File: src/rtl/line_buffer_if.sv
// rtl/line_buffer_if.sv - load/write/read/status bundle for line_buffer (rd_oob under LINE_BUFFER_OOB_CHECK_EN)
interface line_buffer_if #(
   parameter int DATA_W = 25,
   parameter int ADDR_W = 6
);
   logic              load_start;
   logic              wr_valid;
   logic [DATA_W-1:0] wr_data;
   logic              wr_last;
   logic              wr_ready;
   logic              rd_en;
   logic [ADDR_W-1:0] rd_addr;
   logic [DATA_W-1:0] rd_data;
   logic              rd_valid;
   logic              loaded;
   logic [ADDR_W:0]   line_count;
   logic              overflow;
`ifdef LINE_BUFFER_OOB_CHECK_EN
   logic              rd_oob;
`endif

   modport master (
      output load_start, wr_valid, wr_data, wr_last, rd_en, rd_addr,
      input  wr_ready, rd_data, rd_valid, loaded, line_count, overflow
`ifdef LINE_BUFFER_OOB_CHECK_EN
      , input rd_oob
`endif
   );

   modport slave (
      input  load_start, wr_valid, wr_data, wr_last, rd_en, rd_addr,
      output wr_ready, rd_data, rd_valid, loaded, line_count, overflow
`ifdef LINE_BUFFER_OOB_CHECK_EN
      , output rd_oob
`endif
   );
endinterface

File: src/rtl/line_buffer.sv
// rtl/line_buffer.sv - line store with IDLE/LOAD/DONE load FSM and 1-cycle registered reads; optional LINE_BUFFER_OOB_CHECK_EN
module line_buffer #(
   parameter int DATA_W = 25,
   parameter int DEPTH  = 64,
   parameter int ADDR_W = 6
) (
   input  logic         clk,
   input  logic         rst,
   line_buffer_if.slave bus
);
   typedef enum logic [1:0] {
      IDLE = 2'd0,
      LOAD = 2'd1,
      DONE = 2'd2
   } state_t;

   state_t            state;
   state_t            state_nxt;
   logic              wr_ready_c;
   logic              loaded_c;
   logic [ADDR_W-1:0] wr_ptr;
   logic [ADDR_W:0]   line_count_q;
   logic              overflow_q;
   logic [DATA_W-1:0] rd_data_q;
   logic              rd_valid_q;
   logic              wr_accept;
   logic              wr_full;
   logic              wr_end;
   logic [DATA_W-1:0] mem [DEPTH];

   // load_start outranks any write presented in the same cycle
   assign wr_accept = (state == LOAD) && bus.wr_valid && !bus.load_start;
   assign wr_full   = (wr_ptr == ADDR_W'(DEPTH - 1));
   assign wr_end    = wr_accept && (bus.wr_last || wr_full);

   // state register
   always_ff @(posedge clk or negedge rst) begin
      if (!rst) begin
         state <= IDLE;
      end else begin
         state <= state_nxt;
      end
   end

   // next-state and state-decoded outputs
   always_comb begin
      state_nxt  = state;
      wr_ready_c = 1'b0;
      loaded_c   = 1'b0;
      case (state)
         IDLE: begin
            if (bus.load_start) state_nxt = LOAD;
         end
         LOAD: begin
            wr_ready_c = 1'b1;
            if (bus.load_start) state_nxt = LOAD;
            else if (wr_end)    state_nxt = DONE;
         end
         DONE: begin
            loaded_c = 1'b1;
            if (bus.load_start) state_nxt = LOAD;
         end
         default: state_nxt = IDLE;
      endcase
   end

   // write pointer, line count and sticky overflow
   always_ff @(posedge clk or negedge rst) begin
      if (!rst) begin
         wr_ptr       <= '0;
         line_count_q <= '0;
         overflow_q   <= 1'b0;
      end else if (bus.load_start) begin
         wr_ptr       <= '0;
         line_count_q <= '0;
         overflow_q   <= 1'b0;
      end else if (wr_accept) begin
         wr_ptr       <= wr_ptr + ADDR_W'(1);
         line_count_q <= line_count_q + (ADDR_W+1)'(1);
      end else if ((state == DONE) && bus.wr_valid) begin
         overflow_q   <= 1'b1;
      end
   end

   // line storage; deliberately not reset so old lines survive reloads and resets
   always_ff @(posedge clk) begin
      if (wr_accept) mem[wr_ptr] <= bus.wr_data;
   end

`ifdef LINE_BUFFER_OOB_CHECK_EN
   logic rd_oob_q;
   logic rd_oob_c;

   assign rd_oob_c   = ({1'b0, bus.rd_addr} >= line_count_q);
   assign bus.rd_oob = rd_oob_q;

   // registered read; addresses past the current line count return zero and flag rd_oob
   always_ff @(posedge clk or negedge rst) begin
      if (!rst) begin
         rd_data_q  <= '0;
         rd_valid_q <= 1'b0;
         rd_oob_q   <= 1'b0;
      end else begin
         rd_valid_q <= bus.rd_en;
         rd_oob_q   <= bus.rd_en && rd_oob_c;
         if (bus.rd_en) rd_data_q <= rd_oob_c ? '0 : mem[bus.rd_addr];
      end
   end
`else
   // registered read; array read sees pre-write contents when addresses collide
   always_ff @(posedge clk or negedge rst) begin
      if (!rst) begin
         rd_data_q  <= '0;
         rd_valid_q <= 1'b0;
      end else begin
         rd_valid_q <= bus.rd_en;
         if (bus.rd_en) rd_data_q <= mem[bus.rd_addr];
      end
   end
`endif

   assign bus.wr_ready   = wr_ready_c;
   assign bus.loaded     = loaded_c;
   assign bus.line_count = line_count_q;
   assign bus.overflow   = overflow_q;
   assign bus.rd_data    = rd_data_q;
   assign bus.rd_valid   = rd_valid_q;
endmodule

File: src/flat_wrapper.sv
// flat-port wrapper written by rule: the top's interface ports become plain ports
module line_buffer_flat 
#(
   parameter int DATA_W = 25,
   parameter int DEPTH  = 64,
   parameter int ADDR_W = 6
)
  (clk, rst, bus_load_start, bus_wr_valid, bus_wr_data, bus_wr_last, bus_rd_en, bus_rd_addr, bus_wr_ready, bus_rd_data, bus_rd_valid, bus_loaded, bus_line_count, bus_overflow);
  line_buffer_if #(.DATA_W(DATA_W), .ADDR_W(ADDR_W)) bus_i ();
  input  logic clk;
  input  logic rst;
  input wire logic [$bits(bus_i.load_start)-1:0] bus_load_start;
  input wire logic [$bits(bus_i.wr_valid)-1:0] bus_wr_valid;
  input wire logic [$bits(bus_i.wr_data)-1:0] bus_wr_data;
  input wire logic [$bits(bus_i.wr_last)-1:0] bus_wr_last;
  input wire logic [$bits(bus_i.rd_en)-1:0] bus_rd_en;
  input wire logic [$bits(bus_i.rd_addr)-1:0] bus_rd_addr;
  output wire logic [$bits(bus_i.wr_ready)-1:0] bus_wr_ready;
  output wire logic [$bits(bus_i.rd_data)-1:0] bus_rd_data;
  output wire logic [$bits(bus_i.rd_valid)-1:0] bus_rd_valid;
  output wire logic [$bits(bus_i.loaded)-1:0] bus_loaded;
  output wire logic [$bits(bus_i.line_count)-1:0] bus_line_count;
  output wire logic [$bits(bus_i.overflow)-1:0] bus_overflow;
  assign bus_i.load_start = bus_load_start;
  assign bus_i.wr_valid = bus_wr_valid;
  assign bus_i.wr_data = bus_wr_data;
  assign bus_i.wr_last = bus_wr_last;
  assign bus_i.rd_en = bus_rd_en;
  assign bus_i.rd_addr = bus_rd_addr;
  assign bus_wr_ready = bus_i.wr_ready;
  assign bus_rd_data = bus_i.rd_data;
  assign bus_rd_valid = bus_i.rd_valid;
  assign bus_loaded = bus_i.loaded;
  assign bus_line_count = bus_i.line_count;
  assign bus_overflow = bus_i.overflow;
  line_buffer #(.DATA_W(DATA_W), .DEPTH(DEPTH), .ADDR_W(ADDR_W)) u_core (.clk(clk), .rst(rst), .bus(bus_i));
endmodule
File: config.mk
export PLATFORM = sky130hd
export DESIGN_NAME = line_buffer_flat
export DESIGN_NICKNAME = d
export VERILOG_FILES = /design/src/rtl/line_buffer_if.sv /design/src/rtl/line_buffer.sv /design/src/flat_wrapper.sv
export SDC_FILE = /design/constraint.sdc
export NUM_CORES = 1
export LEC_CHECK = 0
export ABC_AREA = 1
export CORE_MARGIN = 3
export CORE_UTILIZATION = 40
export CTS_BUF_LIST = sky130_fd_sc_hd__clkbuf_2 sky130_fd_sc_hd__clkbuf_4 sky130_fd_sc_hd__clkbuf_8
export CTS_CLUSTER_DIAMETER = 80
export DETAILED_ROUTE_END_ITERATION = 7
export PLACE_DENSITY = 0.62
export SLEW_MARGIN = 20
export SYNTH_ARGS = -nofsm -noshare
export SYNTH_HDL_FRONTEND = slang
export SYNTH_SLANG_ARGS = --single-unit
File: constraint.sdc
create_clock -name clk -period 3.2 [get_ports clk]
set_input_delay 0.48 -clock clk [delete_from_list [all_inputs] [get_ports clk]]
set_output_delay 0.48 -clock clk [all_outputs]
set_load 0.005 [all_outputs]
# Yosys cells after proc, flatten, opt, wreduce, memory -nomap -nowiden
# Memories as Yosys holds them, arrays and structs flattened. A register that Yosys moved wholly into a read port is not among the register bits.
# Cells that the tools add are included.
# word_totals
out_inout_bits	36
mem_count	1
input_bits	37
ramBits	1600
regBits	17
# memory_table
memory	depth	width	rd	rd_clocked_by_memory_dff	write_ports	line_no	source
u_core.mem	64	25	1	1	1	line_buffer.sv:29	logic [DATA_W-1:0] mem [DEPTH];
# classes
mux	15
n_eq_ne	6
reduce_logical	13
add_sub_neg	2
# ops
op	count
two-way mux 7 bit	2
two-way mux 6 bit	2
adder 7 x 1 -> 7 bit, second input constant	1
two-way mux 1 bit	7
adder 6 x 1 -> 6 bit, second input constant	1
== test 6 bit, second input constant	1
two-way mux 2 bit	3
logical AND 1 bit	4
one-hot mux 2 bit (2 select lines)	1
AND reduction 2 bit	2
nonzero test 2 bit	2
!= test 3 x 2 -> 1 bit, second input constant	1
== test 2 x 1 -> 1 bit, second input constant	1
== test 2 bit, second input constant	1
logical NOT 1 bit	2
logical NOT 2 bit	1
!= test 2 x 1 -> 1 bit, second input constant	1
!= test 2 bit, second input constant	1
OR reduction 2 bit	1
logical OR 1 bit	1

# Longest topological paths before layout
# Gate-level depths: netlist (run 1).
# logic_depth
depth_word	7
depth_mapped	14
ltp_nobuf	11

# Least setup slack after synthesis (run 1)
# OpenSTA, ideal clock, no wires.
# synth_timing
path_type	register -> register
startpoint	register u_core.wr_ptr[4]
endpoint	memory u_core.mem[63][0] (enable)
period_less_slack_ns	3.156
path_stages_with_launch	6
arrival_ns	2.718
setup_slack_ns	0.044
cell_sequence	dfrtp_1 > clkbuf_1 > nand2_1 > nor2_1 > clkinv_1 > nor3_1
# synth_rtl
item	line_no	source
from (decl)	line_buffer.sv:21	logic [ADDR_W-1:0] wr_ptr;
from (signal assigned)	line_buffer.sv:78	wr_ptr <= wr_ptr + ADDR_W'(1);
to (decl)	line_buffer.sv:29	
# No word-level cell before the write port.

# Final worst setup path (run 1)
# layout_timing
startpoint	register u_core.state[1]
endpoint	memory u_core.mem[13][3] (enable)
# layout_between
elab_chain_cells	5
# layout_rtl
item	line_no	source
from (decl)	line_buffer.sv:17	state_t state;
from (signal assigned)	line_buffer.sv:41	state <= state_nxt;
== test 2 x 1 -> 1 bit	line_buffer.sv:32	assign wr_accept = (state == LOAD) && bus.wr_valid && !bus.load_start;
logical AND 1 bit (2 in series)	line_buffer.sv:32	
two-way mux 1 bit	line_buffer.sv:87	if (wr_accept) mem[wr_ptr] <= bus.wr_data;
two-way mux 1 bit (implied by the code)	line_buffer.sv:87	
# Every way passes these cells.

==> metrics.cfg, run 1 <==
[status]
status = finished clean

[sta]
finalClockSkew_ns = 0.0390
hold_viol_final = 0
drv_slew = 0
worst_pin_slew_ns = 1.03
slew_headroom = 0.316
timing.fmax_mhz = 372
setup_viol = 0
fin_setup_tns_ns = 0
period_share = 0.841
period_needed_ns = 2.69
rsz0062_at_grt = no

[placed_design]
io_buffers = 72
dpl.hpwl_mm = 103
gp_congestion = 0.915

[cts]
cts_buffer_depth = 3
clock_latency_ns = 0.95
cts-buffers-inserted = 241
cts_tree = built
root_buffer = clkbuf_8
htree_levels = 4
path_clk_slew_ns = 0.06
clock-sinks = 1642
cts-resized-gates = 0

[die]
dieArea_um2 = 172000
initial_core_util = 0.404
rows = 149
io_pins = 73
dieHeight_um = 415
core_area_um2 = 166000
die_w_um = 415

[flow_run]
cap_violations = 0

[critical_path]
crit_required_ns = 3.78
endpoint_kind = register
cp-start-kind = register
cp_max_fo = 25
cp.arrival_ns = 3.27
critPathKind = reg2reg

[synth]
syn-cell-area_um2 = 66900
yosysSeqAreaShare = 0.734
syn_nets = 5555
netlist_instances = 5516
yosysUniqueCellTypes = 31
yosysWarnings = 0
synth_seq_cells = 1642
syn_avg_cell_area_um2 = 12.1

[drt]
dr.first_iter.drc_count = 4838
viasPerCell = 5.33
dr.pass1.iters = 6
drc = 0
drt-total-wl_mm = 181
num_vias = 43233
ant_nets = 0
wl_per_cell_um = 22.3

[final_layout]
drive_gt1_frac = 0.127
fin_util = 0.457
final_nets = 5760
layout_common_cells = nand2_1 (1863), edfxtp_1 (1600), nand3_1 (1459)
final_common_cell = nand2_1
synthToLayoutAreaGrowth_pct = 13.0
fillerInstances = 14843

[pwr]
power_density_nw_per_um2 = 566
vdd_drop_max_v = 0.000419
p_int_uw = 32600
switchingPower_uw = 10100
pwr-share-clk = 0.374
p_comb_frac = 0.070
p_sw_frac = 0.237
leakage_uw = 0.0269
p_seq_frac = 0.556

[min_path]
hp-class = in2reg

[grt]
grt_overflow = 0
grt_usage = 0.206
antenna_found_initial = 6
grt_pass1_wl_mm = 268
grt_pass1_vias = 41223
grt_max_degree = 119

==> metrics by stage <==
stage                     hold WS (ns)  power (µW)  area (µm²)  setup WS (ns)  std cells
after floorplan                  0.184       25800       66900         0.0435       5516
after global placement           0.458       27200       70900          0.120       7656
after detailed placement         0.468       27200       70900          0.142       7656
after CTS                      0.00684       43000       75600          0.533       8115
after global routing            0.0506       44300       75600          0.479       8117
final                            0.108       42800       75600          0.509       8118
==> per-layer routing <==
layer / share of wire / up-vias / track usage
met1: 0.42 / 21088 / 0.286
met4: 0.040 / 6 / 0.0853
met5: 0.00023 / - / 0
met2: 0.47 / 1857 / 0.324
li1: - / 19963 / -
met3: 0.078 / 319 / 0.0317
==> flip-flops by register name (all words and copies together), names as in the netlist <==
name	count
u_core.bus.line_count	7
u_core.bus.overflow	1
u_core.bus.rd_data	25
u_core.bus.rd_valid	1
u_core.mem	1600
u_core.state	2
u_core.wr_ptr	6
==> cell families after synthesis <==
family	count (synthesis)	share of synthesized area
compound gates	25	0.00211
fa+ha+maj	2	0.000374
buf+inv	384	0.0392
flops	1642	0.734
simple gates	3463	0.224
==> cell type report <==
cell class                 instances  area (µm²)  share of cell area
sequential                      1642       49100               0.649
timing repair buffer             317        3620              0.0479
multi-input combinational       3490       15400               0.204
clock buffer                     313        3890              0.0515
tap                             2189        2740              0.0362
antenna                            3        7.51           0.0000993
inverter                          29         153             0.00202
clock inverter                   135         659             0.00872
==> final timing paths <==
| kind | end | slack, ns | cells after the start | startpoint |
|---|---|---|---|---|
| worst min-delay path | u_core.mem[27][2] | 0.11 | 2 | bus_wr_data[2] |
| worst max-delay path | u_core.mem[13][3] | 0.51 | 8 | u_core.state[1] |
| worst max register to register | u_core.mem[13][3] | 0.51 | 8 | u_core.state[1] |
| worst min register to register | u_core.bus.line_count[6] | 0.48 | 1 | u_core.bus.line_count[6] |
| max in group asynchronous | u_core.bus.rd_valid | 2.15 | 3 | rst |
| min in group asynchronous | u_core.bus.line_count[3] | 0.22 | 2 | rst |
==> synthesized netlist by cell type (all sizes together) <==
master | number | area [µm²]
nand3 | 1462 | 7330
nor2 | 78 | 303
dfrtp | 42 | 1050
o21a | 2 | 15.0
clkbuf | 38 | 143
a21oi | 10 | 50.1
ha | 2 | 25.0
clkinv | 1 | 3.75
a31oi | 1 | 6.26
o21bai | 1 | 7.51
o21ai | 8 | 40.0
edfxtp | 1600 | 48000
buf | 317 | 2370
nand4 | 2 | 12.5
o211ai | 1 | 7.51
nor3 | 3 | 15.0
o32ai | 1 | 8.76
inv | 28 | 113
o22ai | 1 | 6.26
nand2 | 1918 | 7340
==> what timing repair did <==
action,4_1_cts,5_1_grt
hold buffers,11,0
setup buffers,0,0
endpoints found under the hold margin,118,0
==> critical path, cell delays in order (launching register included) <==
cell,delay [ns]
dfrtp_1,0.40
nor2_2,0.15
nand2_1,0.08
nor2_1,0.40
buf_4,0.30
nand3_1,0.21
buf_4,0.27
nor2_4,0.08
buf_4,0.40
==> power by group through the flow <==
stage | sequential, µW | clock [µW] | combinational, µW
6_report | 23800 | 16000 | 3000
5_1_grt | 23800 | 17300 | 3250
4_1_cts | 23800 | 16300 | 2990
3_5_place_dp | 24200 | 0 | 2970
3_3_place_gp | 24200 | 0 | 2930
2_1_floorplan | 24200 | 0 | 1610
No activity file was read; power rests on OpenSTA's default activity.
==> inputs of run 2 (changes only) <==
==> constraint.sdc (replaced) <==
create_clock -name clk -period 2.4 [get_ports clk]
set_input_delay 0.36 -clock clk [delete_from_list [all_inputs] [get_ports clk]]
set_output_delay 0.36 -clock clk [all_outputs]
set_load 0.005 [all_outputs]
==> run 2 against run 1 <==
Final area is 2.9% higher. Via count is 0.16% lower. Hold slack worse by 0.014 ns. Final cell count is 1.6% higher. Critical path type is now reg2out. Largest cell class unchanged. Sequential share of layout area is 1.8 points lower. Power is 38% higher. Count of clock-buffer cells in the layout is 43 higher. Highest routed layer is now met4. Critical endpoint is now bus_line_count[0]. Non-clock buffer count is 123 higher. Die area stayed put. Clock skew is 0.027 ns higher.
==> metrics.cfg, run 2 (synthesized netlist as in run 1, its figures left out) <==
[cts]
path_clk_slew_ns = 0.06
clock-sinks = 1642
cts_setup_buffers = 0
htree_levels = 5
clock_latency_ns = 0.97
cts_buffer_depth = 4
cts-buffers-inserted = 275
cts_tree = built
root_buffer = clkbuf_8

[drt]
dr.first_iter.drc_count = 4588
num_vias = 43165
dr.pass1.iters = 6
ant_nets = 0
drc = 0
wl_per_cell_um = 21.1
drt-total-wl_mm = 174
viasPerCell = 5.24

[critical_path]
cp.arrival_ns = 1.92
cp_max_fo = 5
cp-start-kind = register
crit_required_ns = 2.04
critical_path.max_stage_delay_ns = 0.53
worst-path-buf-inv = 1
endpoint_kind = primary output
critPathKind = reg2out
crit_chain = clkdlybuf4s50_1
cp_top_family = buffers and inverters
slowest_stage = clkdlybuf4s50_1

[sta]
hold_viol_final = 0
rsz0062_at_grt = no
period_share = 0.950
setup_viol = 0
finalClockSkew_ns = 0.0658
slew_headroom = 0.398
timing.fmax_mhz = 439
worst_slack_ns = 0.121
period_needed_ns = 2.28
worst_pin_slew_ns = 0.903
drv_slew = 0

[final_layout]
finalNonFillerCells = 8244
layout_common_cells = nand2_1 (1863), edfxtp_1 (1600), nand3_1 (1459)
final_nets = 5917
largest_reg_flops = 1600
final-seq-area_um2 = 49100
fillerInstances = 14700
synthToLayoutAreaGrowth_pct = 16.3
regMostFlops = u_core.mem
multiInputGateArea_um2 = 15300
final_common_cell = nand2_1
drive_gt1_frac = 0.148

[grt]
grt_overflow = 0
grt_pass1_wl_mm = 260
grt_max_degree = 101
antenna_found_initial = 2
grt_usage = 0.199
grt_pass1_vias = 42151

[die]
core_area_um2 = 166000
dieArea_um2 = 172000
dieHeight_um = 415
io_pins = 73
initial_core_util = 0.404
rows = 149
die_w_um = 415

[pwr]
power_density_nw_per_um2 = 760
leakage_uw = 0.0279
vdd_drop_max_v = 0.000494

[min_path]
hp-class = in2reg

[placed_design]
dp_slack_ns = -0.277
dpl.cell_count = 7762
io_buffers = 72
gp_congestion = 0.893
dpl.hpwl_mm = 105

[status]
status = finished clean

[flow_run]
cap_violations = 0

run 2: changes by cell type in the layout (fill, tap and decap cells not counted), sizes merged, moves of 2 or more:
| cell | previous run | this run |
|---|---|---|
| buf | 265 | 372 |
| bufinv | 2 | 6 |
| clkbuf | 313 | 356 |
| clkdlybuf4s50 | 41 | 39 |
| clkinv | 121 | 84 |
| dlygate4sd2 | 0 | 2 |
| dlygate4sd3 | 11 | 27 |
| inv | 34 | 28 |
run 2: area by class of cell:
type | count | area share
Clock buffer | 356 | 0.0573
Tap cell | 2189 | 0.0352
Multi-Input combinational cell | 3490 | 0.197
Timing Repair Buffer | 440 | 0.0695
Clock inverter | 96 | 0.00737
Inverter | 29 | 0.00196
Sequential cell | 1642 | 0.631
Antenna cell | 2 | 0.0000644
run 2: where the power goes:
part	leakage [µW]	switching, µW	internal [µW]
Sequential	0.0149	82.9	31600
Clock	0.00264	10600	12700
Combinational	0.0104	2900	1360
Total	0.0279	13500	45600
run 2: through the flow:
| step | instance area (µm²) | setup TNS [ns] | total power [µW] | utilization | hold slack, ns |
|---|---|---|---|---|---|
| finish | 77800 | 0 | 59100 | 0.470 | 0.0940 |
| detailed placement | 72400 | -313.81 | 36500 | 0.438 | 0.461 |
| global placement | 72400 | -402.93 | 36400 | 0.438 | 0.455 |
| CTS | 77800 | 0 | 59600 | 0.470 | 0.0106 |
| floorplan | 66900 | -453.87 | 34400 | - | 0.0644 |
| global route | 77800 | 0 | 61300 | 0.470 | 0.0569 |
run 2: worst paths after layout:
check / startpoint / end / slack [ns] / cells past startpoint
max: u_core.bus.line_count[0] / bus_line_count[0] / 0.12 / 1
min in group asynchronous: rst / u_core.wr_ptr[3] / 0.40 / 3
min reg2reg: u_core.bus.line_count[6] / u_core.bus.line_count[6] / 0.46 / 1
max in group asynchronous: rst / u_core.bus.rd_data[10] / 1.51 / 4
max reg2reg: u_core.state[0] / u_core.mem[30][3] / 0.12 / 10
min: bus_rd_en / u_core.bus.rd_valid / 0.09 / 2
run 2: routing by layer:
| layer | track usage | vias up | wire (µm) |
|---|---|---|---|
| li1 | - | 20252 | - |
| met1 | 0.278 | 20861 | 74200 |
| met2 | 0.307 | 1734 | 79400 |
| met3 | 0.0362 | 318 | 13800 |
| met4 | 0.0863 | 0 | 6970 |
| met5 | 0 | - | 0 |
run 2: timing repair:
item	CTS	global route
hold buffers	28	0
hold endpoints to repair	1396	0
endpoints found under the setup margin	43	0
gates resized for setup	3	0
